<file path="src/rtl/apb_pkg.sv">
// rtl/apb_pkg.sv - shared types, limits and byte-lane helper for the APB register bank
// Contents:
//   apb_slv_state_e  completer FSM state (IDLE, ACCESS)
//   APB_MAX_WAIT     largest supported WAIT_STATES value; sizes the wait counter
//   apb_strb_merge   one byte lane of a strobed write: new byte if strobe set, else old
package apb_pkg;

  typedef enum logic {
    IDLE   = 1'b0,
    ACCESS = 1'b1
  } apb_slv_state_e;

  localparam int APB_MAX_WAIT = 15;

  function automatic logic [7:0] apb_strb_merge(
    input logic [7:0] old_byte,
    input logic [7:0] wdata_byte,
    input logic       strb
  );
    return strb ? wdata_byte : old_byte;
  endfunction

endpackage

</file>
<file path="src/rtl/apb_regbank_store.sv">
// rtl/apb_regbank_store.sv - register storage with strobed write port and RO-aware read mux
// Ports:
//   clk, rst             clock, synchronous active-high reset (RW slots load RESET_VAL)
//   we, wr_idx           commit strobe and target register index
//   wdata, strb          write data and byte-lane enables
//   rd_idx, rd_data      combinational read port; RO slots return the hw_in word
//   reg_out              flattened flop contents, register i at [i*DATA_W +: DATA_W]
//   hw_in                status words, only slices flagged in RO_MASK are looked at
module apb_regbank_store
  import apb_pkg::*;
#(
  parameter int                    DATA_W    = 32,
  parameter int                    NUM_REGS  = 16,
  parameter int                    IDX_W     = 4,
  parameter logic [NUM_REGS-1:0]   RO_MASK   = '0,
  parameter logic [DATA_W-1:0]     RESET_VAL = '0
) (
  input  logic                       clk,
  input  logic                       rst,
  input  logic                       we,
  input  logic [IDX_W-1:0]           wr_idx,
  input  logic [DATA_W-1:0]          wdata,
  input  logic [DATA_W/8-1:0]        strb,
  input  logic [IDX_W-1:0]           rd_idx,
  output logic [DATA_W-1:0]          rd_data,
  output logic [NUM_REGS*DATA_W-1:0] reg_out,
  input  logic [NUM_REGS*DATA_W-1:0] hw_in
);

  localparam int STRB_W = DATA_W / 8;

  // Word each slot presents to the read mux.
  logic [NUM_REGS*DATA_W-1:0] slot_rd;

  for (genvar r = 0; r < NUM_REGS; r++) begin : g_reg
    logic [DATA_W-1:0] q;

    // RO slots are never written: the top flags any write to them as an error.
    always_ff @(posedge clk) begin
      if (rst) begin
        q <= RESET_VAL;
      end else if (we && (wr_idx == IDX_W'(r))) begin
        for (int b = 0; b < STRB_W; b++) begin
          q[b*8 +: 8] <= apb_strb_merge(q[b*8 +: 8], wdata[b*8 +: 8], strb[b]);
        end
      end
    end

    assign reg_out[r*DATA_W +: DATA_W] = q;

    if (RO_MASK[r]) begin : g_ro
      assign slot_rd[r*DATA_W +: DATA_W] = hw_in[r*DATA_W +: DATA_W];
    end else begin : g_rw
      logic unused_hw;
      assign unused_hw = ^hw_in[r*DATA_W +: DATA_W];
      assign slot_rd[r*DATA_W +: DATA_W] = q;
    end
  end

  always_comb begin
    rd_data = '0;
    for (int r = 0; r < NUM_REGS; r++) begin
      if (rd_idx == IDX_W'(r)) rd_data = slot_rd[r*DATA_W +: DATA_W];
    end
  end

endmodule

</file>
<file path="src/rtl/apb_slave_regbank.sv">
// rtl/apb_slave_regbank.sv - APB4 completer over a bank of word registers with wait states and PSLVERR
// Ports:
//   PCLK, PRESET         clock, synchronous active-high reset
//   PSELx, PENABLE       APB select and access-phase strobe
//   PWRITE, PADDR        direction and byte address
//   PWDATA, PSTRB        write data and byte-lane enables
//   PRDATA               read data, captured at setup, held until completion, then 0
//   PREADY, PSLVERR      completion and error (error only qualified by PREADY)
//   reg_out              flattened register contents
//   hw_in                status words returned for read-only slots
module apb_slave_regbank
  import apb_pkg::*;
#(
  parameter int                  ADDR_W      = 8,
  parameter int                  DATA_W      = 32,
  parameter int                  NUM_REGS    = 16,
  parameter int                  WAIT_STATES = 0,
  parameter logic [NUM_REGS-1:0] RO_MASK     = '0,
  parameter logic [DATA_W-1:0]   RESET_VAL   = '0
) (
  input  logic                       PCLK,
  input  logic                       PRESET,
  input  logic                       PSELx,
  input  logic                       PENABLE,
  input  logic                       PWRITE,
  input  logic [ADDR_W-1:0]          PADDR,
  input  logic [DATA_W-1:0]          PWDATA,
  input  logic [DATA_W/8-1:0]        PSTRB,
  output logic [DATA_W-1:0]          PRDATA,
  output logic                       PREADY,
  output logic                       PSLVERR,
  output logic [NUM_REGS*DATA_W-1:0] reg_out,
  input  logic [NUM_REGS*DATA_W-1:0] hw_in
);

  localparam int STRB_W = DATA_W / 8;
  localparam int LSB    = $clog2(STRB_W);
  localparam int IDX_W  = (NUM_REGS > 1) ? $clog2(NUM_REGS) : 1;
  localparam int CNT_W  = $clog2(APB_MAX_WAIT + 1);
  localparam logic [ADDR_W-1:0] ALIGN_MASK = ADDR_W'((1 << LSB) - 1);

  apb_slv_state_e    state;
  logic [CNT_W-1:0]  cnt;
  logic              err_q;
  logic              wr_q;
  logic [IDX_W-1:0]  idx_q;

  logic [ADDR_W-1:0] word_addr;
  logic [IDX_W-1:0]  dec_idx;
  logic              in_range;
  logic              ro_hit;
  logic              dec_err;
  logic [DATA_W-1:0] rd_data;
  logic              commit;

  // Decode is evaluated from the live bus and only consumed at the setup edge.
  assign word_addr = PADDR >> LSB;
  assign dec_idx   = IDX_W'(word_addr);
  assign in_range  = 32'(word_addr) < NUM_REGS;

  always_comb begin
    ro_hit = 1'b0;
    for (int r = 0; r < NUM_REGS; r++) begin
      if (dec_idx == IDX_W'(r)) ro_hit = RO_MASK[r];
    end
  end

  assign dec_err = !in_range || (|(PADDR & ALIGN_MASK)) || (PWRITE && ro_hit);

  assign PREADY  = (state == ACCESS) && (cnt == '0);
  assign PSLVERR = err_q && PREADY;
  assign commit  = PREADY && PSELx && PENABLE && wr_q && !err_q;

  always_ff @(posedge PCLK) begin
    if (PRESET) begin
      state  <= IDLE;
      cnt    <= '0;
      PRDATA <= '0;
      err_q  <= 1'b0;
      wr_q   <= 1'b0;
      idx_q  <= '0;
    end else begin
      case (state)
        IDLE: begin
          if (PSELx && !PENABLE) begin
            state  <= ACCESS;
            cnt    <= CNT_W'(WAIT_STATES);
            err_q  <= dec_err;
            wr_q   <= PWRITE;
            idx_q  <= dec_idx;
            PRDATA <= (PWRITE || dec_err) ? '0 : rd_data;
          end
        end
        ACCESS: begin
          if (!PSELx) begin
            // Requester dropped the transfer: no commit, no error response.
            state  <= IDLE;
            PRDATA <= '0;
          end else if (cnt != '0) begin
            cnt <= cnt - 1'b1;
          end else if (PENABLE) begin
            state  <= IDLE;
            PRDATA <= '0;
          end
        end
        default: state <= IDLE;
      endcase
    end
  end

  apb_regbank_store #(
    .DATA_W    (DATA_W),
    .NUM_REGS  (NUM_REGS),
    .IDX_W     (IDX_W),
    .RO_MASK   (RO_MASK),
    .RESET_VAL (RESET_VAL)
  ) u_store (
    .clk     (PCLK),
    .rst     (PRESET),
    .we      (commit),
    .wr_idx  (idx_q),
    .wdata   (PWDATA),
    .strb    (PSTRB),
    .rd_idx  (dec_idx),
    .rd_data (rd_data),
    .reg_out (reg_out),
    .hw_in   (hw_in)
  );

endmodule
</file>
<file path="config.mk">
export PLATFORM = sky130hd
export DESIGN_NAME = apb_slave_regbank
export DESIGN_NICKNAME = d
export VERILOG_FILES = /design/src/rtl/apb_pkg.sv /design/src/rtl/apb_regbank_store.sv /design/src/rtl/apb_slave_regbank.sv
export SDC_FILE = /design/constraint.sdc
export NUM_CORES = 2
export LEC_CHECK = 0
export BUFFER_PORTS_ARGS = -buffer_cell sky130_fd_sc_hd__buf_4
export CAP_MARGIN = 10
export CORE_AREA = 2 2 435 437
export CTS_BUF_LIST = sky130_fd_sc_hd__clkbuf_4
export CTS_CLUSTER_DIAMETER = 80
export DETAILED_ROUTE_END_ITERATION = 12
export DIE_AREA = 0 0 437 439
export PLACE_DENSITY = 0.33
export SYNTH_ARGS = -nofsm -noshare
export SYNTH_HDL_FRONTEND = slang
export SYNTH_SLANG_ARGS = --single-unit
</file>
<file path="constraint.sdc">
create_clock -name PCLK -period 2.4 [get_ports PCLK]
set_input_delay 0.24 -clock PCLK [delete_from_list [all_inputs] [get_ports PCLK]]
set_output_delay 0.24 -clock PCLK [all_outputs]
set_load 0.02 [all_outputs]
</file>
### Yosys cells after proc, flatten, opt, wreduce, memory -nomap -nowiden

Cells that the tools add are included.

| operators by class | value |
|---|---|
| add/subtract/negate cells | 1 |
| order comparisons | 1 |
| equality and inequality tests | 35 |
| mux-type cells | 31 |
| bitwise gates (word level) | 1 |
| reductions and logical operators | 100 |

Operators with widths:

| operator | count |
|---|---|
| 32-bit two-way mux | 21 |
| 2-bit AND reduction | 65 |
| 4-bit == test, second input constant | 16 |
| 32-bit one-hot mux with 2 select lines | 1 |
| 4-bit by 3-bit == test with 1-bit output, second input constant | 8 |
| 1-bit logical AND | 23 |
| 4-bit by 2-bit == test with 1-bit output, second input constant | 4 |
| 4-bit logical NOT | 3 |
| 4-bit two-way mux | 3 |
| 4-bit by 1-bit == test with 1-bit output, second input constant | 2 |
| 4-bit one-hot mux with 2 select lines | 1 |
| 6-bit by 5-bit less-than comparator with 1-bit output, second input constant | 1 |
| 3-bit != test, second input constant | 2 |
| 3-bit AND reduction | 2 |
| 1-bit two-way mux | 4 |
| 2-bit != test, second input constant | 2 |
| 4-bit nonzero test | 1 |
| 4-bit by 1-bit subtractor with 4-bit output, second input constant | 1 |
| 1-bit logical NOT | 3 |
| 1-bit logical OR | 2 |
| 2-bit by 1-bit != test with 1-bit output, second input constant | 1 |
| 1-bit one-hot mux with 2 select lines | 1 |
| 2-bit OR reduction | 1 |
| 1-bit NOT | 1 |

| storage, ports and cells | value |
|---|---|
| flip-flop bits (word level) | 555 |
| input bits | 561 |
| logic and storage cells | 239 |

### Depth between registers and ports, before layout

| logic depth | value |
|---|---|
| depth after elaboration | 20 |
| gate-level depth with buffers | 10 |
| gate-level depth less buffers | 8 |

### By module

A second synthesis with hierarchy kept.

| unflattened totals | value |
|---|---|
| cell total of the unflattened synthesis | 3243 |
| area, all modules | 25542.0 um^2 |

Modules (own cells, without submodules):

| module | instances | cells an instance | area an instance (um^2) |
|---|---|---|---|
| apb_regbank_store | 1 | 3032 | 23605.1 |
| apb_slave_regbank | 1 | 211 | 1936.9 |

### Worst setup path before layout

No wires, ideal clock.

| path | value |
|---|---|
| kind | flip-flop to flip-flop |
| from | register cnt[0] |
| to | register u_store.g_reg[5].q[0] |
| arrival time | 1.994 ns |
| slack | 0.336 ns |
| cell stages (with the launch flop) | 10 |
| path buffers | 1 |
| clock period less this slack | 2.064 ns |
| cell sequence | dfxtp_1 > inv_1 > ha_1 > nand4bb_2 > inv_2 > nand3b_2 > buf_4 > nor3_1 > nand2_1 > a21oi_1 |

| on the way | value |
|---|---|
| word-level cells in the longest chain between the ends | 8 |

Ends and longest elaborated chain:

| what | RTL line | text |
|---|---|---|
| from (decl) | apb_slave_regbank.sv:43 | `logic [CNT_W-1:0] cnt;` |
| from (signal assigned) | apb_slave_regbank.sv:87 | `cnt <= CNT_W'(WAIT_STATES);` |
| from (signal assigned) | apb_slave_regbank.sv:100 | `cnt <= cnt - 1'b1;` |
| 4-bit logical NOT | apb_slave_regbank.sv:70 | `assign PREADY = (state == ACCESS) && (cnt == '0);` |
| 1-bit logical AND | apb_slave_regbank.sv:70 |  |
| via PREADY | apb_slave_regbank.sv:30 | `output logic PREADY,` |
| 1-bit logical AND (4 in a row) | apb_slave_regbank.sv:72 | `assign commit = PREADY && PSELx && PENABLE && wr_q && !err_q;` |
| 1-bit logical AND | apb_regbank_store.sv:42 | `end else if (we && (wr_idx == IDX_W'(r))) begin` |
| 2-bit AND reduction (no line) | - |  |
| to (signal, indexed assignment) | apb_regbank_store.sv:44 | `q[b*8 +: 8] <= apb_strb_merge(q[b*8 +: 8], wdata[b*8 +: 8], strb[b]);` |
| to (decl) | apb_regbank_store.sv:36 | `logic [DATA_W-1:0] q;` |

The timed path passes the listed nets, and every way through them passes these cells.
A chain may end at the register's enable or synchronous reset.

### Worst setup path in the final report

| path | value |
|---|---|
| from | register cnt[1] |
| to | output PSLVERR |

| on the way | value |
|---|---|
| word-level cells in the longest chain between the ends | 3 |

Ends and longest elaborated chain:

| what | RTL line | text |
|---|---|---|
| 4-bit logical NOT | apb_slave_regbank.sv:70 |  |
| 1-bit logical AND | apb_slave_regbank.sv:70 |  |
| 1-bit logical AND | apb_slave_regbank.sv:71 | `assign PSLVERR = err_q && PREADY;` |
| to (decl) | apb_slave_regbank.sv:31 | `output logic PSLVERR,` |

No other way between the ends.

==> results.txt <==
TritonCTS built the clock tree. The global router's overall resource usage came out at 19.3%. Following the worst setup path forward leads to its endpoint at PSLVERR.

The power consumption came out at roughly 21 mW. After detailed placement, the design holds a cell count of just over 6000. The congestion estimate from routability-driven global placement came to just under 0.9. The cell sitting at the root of the clock tree is a sky130_fd_sc_hd__clkbuf_4. The share of the synthesized area in compound gates (AO/OA/AOI/OAI) came out at 20.8%. The slew at the pin closest to its max-slew limit is between 1 and 1.5 ns. The number of ports placed on the die boundary came out at 1107. After clock tree synthesis, the clock-pin slew on the worst setup and hold paths is 0.07 ns. The share of layout cells above drive strength 1 came out at 34.4%.

The ratio of final minimum period to clock period came out at 108%. The flow ran to the end, but the final reports show violations. The overall die area came out at 0.192 mm^2. By area, the combinational part of the netlist is dominated by compound AO/OA/AOI/OAI gates. The synthesized-area fraction occupied by xor and xnor cells came out at 0.0703%. The worst register-to-register path begins at cnt[1]$_SDFFE_PP0P_.

Data on the critical path arrives at its endpoint at 2.36 ns. The smallest clock period supported by the final layout is computed as 2.60 ns. The average size of a mapped cell came out at 8.04 um^2. The detailed-route wire length per cell is 29.4 um. After the last flow step, the layout net total stands at approximately 4500.

At the placement stage, the worst setup path has a slack of -0.111 ns. The via density per instance came out at approximately 4.2. The worst pin sits at a relative slew slack of between 10% and 20%. The synthesized netlist contains 70 unique library cells. The finished layout holds approximately 6600 standard cells, fillers aside. The number of antenna violations at the first check in global routing came to 9. The start-to-end type of the worst setup path is reg2out.

The setup slack of the most critical reg-to-reg path is -0.02 ns. The number of cells on the worst reg-to-reg path came out at 11. The worst-case IR drop observed on VDD is around 0.00037 V. The final count of hold timing violations is 0.

The count of final setup violators came out at 10. Among all flip-flop cells after synthesis, the most frequent one is sky130_fd_sc_hd__dfxtp_1. Clock latency on the worst-skew pair, taken at its later pin, is approximately 1.2 ns.

The yosys synthesis warning count is 0. The number of flops mapped to enable cells by yosys is 0. The proportion of synthesized flip-flops having asynchronous set or reset came out at 0%. The reported leakage power came out at 14.2 nW.

The netlist area before placement came out at between 0.02 and 0.025 mm^2. The iteration-0 DRC count of the detailed router came out at 2162. The simple-gate portion of the synthesized area came out at around a fifth. The initial core utilization is a little over an eighth. By area the synthesized netlist is led by sky130_fd_sc_hd__dfxtp_1 45%, sky130_fd_sc_hd__nand2_1 13%, sky130_fd_sc_hd__a21oi_1 10%. The number of global-route vias before repair came to 27141.

The number of synthesized register bits came out at 555. Clock tree synthesis found a total of 555 sinks. The vias after detailed routing is between 20000 and 30000. After Yosys synthesis, full adders, half adders and majority gates account for 0.0502% of the synthesized area.

In the synthesized netlist, the cells that appear most often are 862 x sky130_fd_sc_hd__nand2_1, 555 x sky130_fd_sc_hd__dfxtp_1, 509 x sky130_fd_sc_hd__a21oi_1. In this run the critical register-to-register path is captured at u_store.g_reg[4].q[23]$_SDFFE_PP0P_. Detailed placement ended at an HPWL of between 100 and 150 mm. The checks that failed: setup timing. The synthesis-to-layout area growth came out at 53.2%. In the post-synthesis netlist, the cell with the most instances is sky130_fd_sc_hd__nand2_1.

The area share of the largest cell type after synthesis came out at about 45%. The final worst-path setup slack is -0.199 ns. For this run, the top clock speed supported by timing is around 0.38 GHz. The worst setup path is captured at a primary output. The count of nets left with antenna violations once routing finished came out at 0. In the routed design, unresolved DRC markers number 0.

The synthesized design spends more area on one cell type than any other, namely sky130_fd_sc_hd__dfxtp_1. Across the routed clock network, the largest skew measured is just over 0.08 ns. The maximum buffer depth of the clock tree is 3.

The number of slew-limit violations in the final report is 0. In this run the standard cell core region covers ~0.19 mm^2. The count of H-tree levels built during CTS is 4.

The fraction of synthesized area in multiplexers came out at ~9%. The number of cells produced by synthesis is approximately 3100. The port buffer count is ~590. The share of synthesized area occupied by flip-flops and latches came out at approximately 45%. The largest net degree at the start of global routing came out at 165.

Setup repair after global routing could not meet its margin everywhere. The residual overflow from global routing came out at 0. The maximum fanout along the worst path is 2. The overall routed net length came out at 194 mm. The height of the die is 439 um.

The power per cell area is 545 mW/mm^2. At the worst endpoint, the required time is about 2.2 ns. TritonCTS created approximately 180 clock buffers. In this run the worst setup path begins at cnt[1]$_SDFFE_PP0P_. The floorplan step set the die width to around 440 um.

The post-synthesis net count came out at ~3700. The detailed-router iteration count before antenna repair is 7. The global-route wire length before repair is 253 mm.

The path category of the worst min-delay check is in2reg. The initialized floorplan defines 159 standard-cell rows. Across the run, the number of max-cap violations was 0. STA classifies the critical path startpoint as a flop.
==> critical path, stage by stage, from the launching register on <==
cell and delay (ns):
sky130_fd_sc_hd__dfxtp_2 0.33, sky130_fd_sc_hd__inv_2 0.06, sky130_fd_sc_hd__ha_4 0.15, sky130_fd_sc_hd__nand4bb_4 0.12
sky130_fd_sc_hd__inv_2 0.08, sky130_fd_sc_hd__buf_6 0.11, sky130_fd_sc_hd__and2_4 0.17, sky130_fd_sc_hd__buf_6 0.12
==> logic make-up after synthesis <==
family                   Yosys count
flip-flops                       555
AO/OA/AOI/OAI                    881
buffers and inverters            298
AND/OR/NAND/NOR                 1173
multiplexers                     186
XOR/XNOR                           2
adder cells (fa/ha/maj)            1
==> metal layers <==
metal | global-route usage [%] | share of wire [%] | vias to the layer above
met1 | 24.9 | 44 | 13938
met3 | 6.61 | 8.2 | 218
met2 | 30.4 | 45 | 1045
li1 | - | - | 12697
met5 | 0 | 0.0036 | -
met4 | 5.52 | 2.6 | 2
==> what timing repair did <==
action                                  CTS  global route
pin swaps                                66            15
hold buffers                             97             0
hold endpoints to repair                555             0
gates resized for setup                  78            90
endpoints found under the setup margin   27           366
buffers inserted                         10             8
gates cloned                              0             7
==> worst min-delay path by stage <==
stage               slack [ns]                      end  cells after the start               from
floorplan                 0.38        wr_q$_SDFFE_PP0P_                      2             PWRITE
global placement          0.44        wr_q$_SDFFE_PP0P_                      2  wr_q$_SDFFE_PP0P_
detailed placement        0.45        wr_q$_SDFFE_PP0P_                      2  wr_q$_SDFFE_PP0P_
CTS                      0.006    idx_q[2]$_SDFFE_PP0P_                      5           PADDR[4]
global route              0.03    idx_q[2]$_SDFFE_PP0P_                      5           PADDR[4]
finish                    0.12  PRDATA[14]$_SDFFE_PP0P_                      6             PRESET
==> power breakdown <==
part           internal [mW]  switching (mW)
clock network           4.67            4.91
logic                  0.650            1.31
registers               9.22          0.0125
total                   14.5            6.23
==> cell type report <==
class | count | area (um^2)
well taps | 2495 | 3120
clock buffers | 245 | 1840
diodes | 14 | 35.0
repair buffers | 993 | 8700
inverters | 12 | 45.0
flip-flops and latches | 555 | 11100
multi-input cells | 2243 | 13100
clock inverters | 33 | 204
fillers | 21085 | 149000
==> per-stage QoR <==
stage	cell area [um^2]	setup TNS [ns]	utilization (%)	hold slack, ns
after floorplan	24900	0	-	0.376
after global placement	34200	-0.388	18.3	0.443
after detailed placement	34200	-0.440	18.3	0.450
after CTS	37700	-9.73	20.1	0.00613
after global routing	38100	-3.80	20.4	0.0338
final	38100	-0.380	20.4	0.121
==> sequential cells by signal, summed over array words and instances, names as in the netlist <==
name         count
state            1
PRDATA          32
err_q            1
cnt              4
u_store.g.q    512
wr_q             1
idx_q            4
==> cell usage in the layout (no fill, tap or decap), types with 13 or more instances in the layout <==
master and count:
sky130_fd_sc_hd__a21o_1 20, sky130_fd_sc_hd__a21oi_1 493, sky130_fd_sc_hd__a21oi_2 16, sky130_fd_sc_hd__a221oi_1 29, sky130_fd_sc_hd__a222oi_1 14, sky130_fd_sc_hd__a22o_1 18
sky130_fd_sc_hd__a22oi_1 25, sky130_fd_sc_hd__a32oi_1 15, sky130_fd_sc_hd__and3_1 15, sky130_fd_sc_hd__buf_12 58, sky130_fd_sc_hd__buf_4 795, sky130_fd_sc_hd__buf_6 35
sky130_fd_sc_hd__clkbuf_4 245, sky130_fd_sc_hd__clkinv_1 18, sky130_fd_sc_hd__dfxtp_1 550, sky130_fd_sc_hd__diode_2 14, sky130_fd_sc_hd__dlygate4sd3_1 94, sky130_fd_sc_hd__mux2_2 60
sky130_fd_sc_hd__mux2i_1 101, sky130_fd_sc_hd__mux4_2 25, sky130_fd_sc_hd__nand2_1 857, sky130_fd_sc_hd__nand3_1 14, sky130_fd_sc_hd__nor2_1 103, sky130_fd_sc_hd__nor3_1 20
sky130_fd_sc_hd__nor3_2 31, sky130_fd_sc_hd__nor3_4 13, sky130_fd_sc_hd__o21ai_0 122, sky130_fd_sc_hd__o21ai_1 18, sky130_fd_sc_hd__o221ai_1 26, sky130_fd_sc_hd__o22ai_1 26
sky130_fd_sc_hd__or3_4 35
No activity file was read; power rests on OpenSTA's default activity.
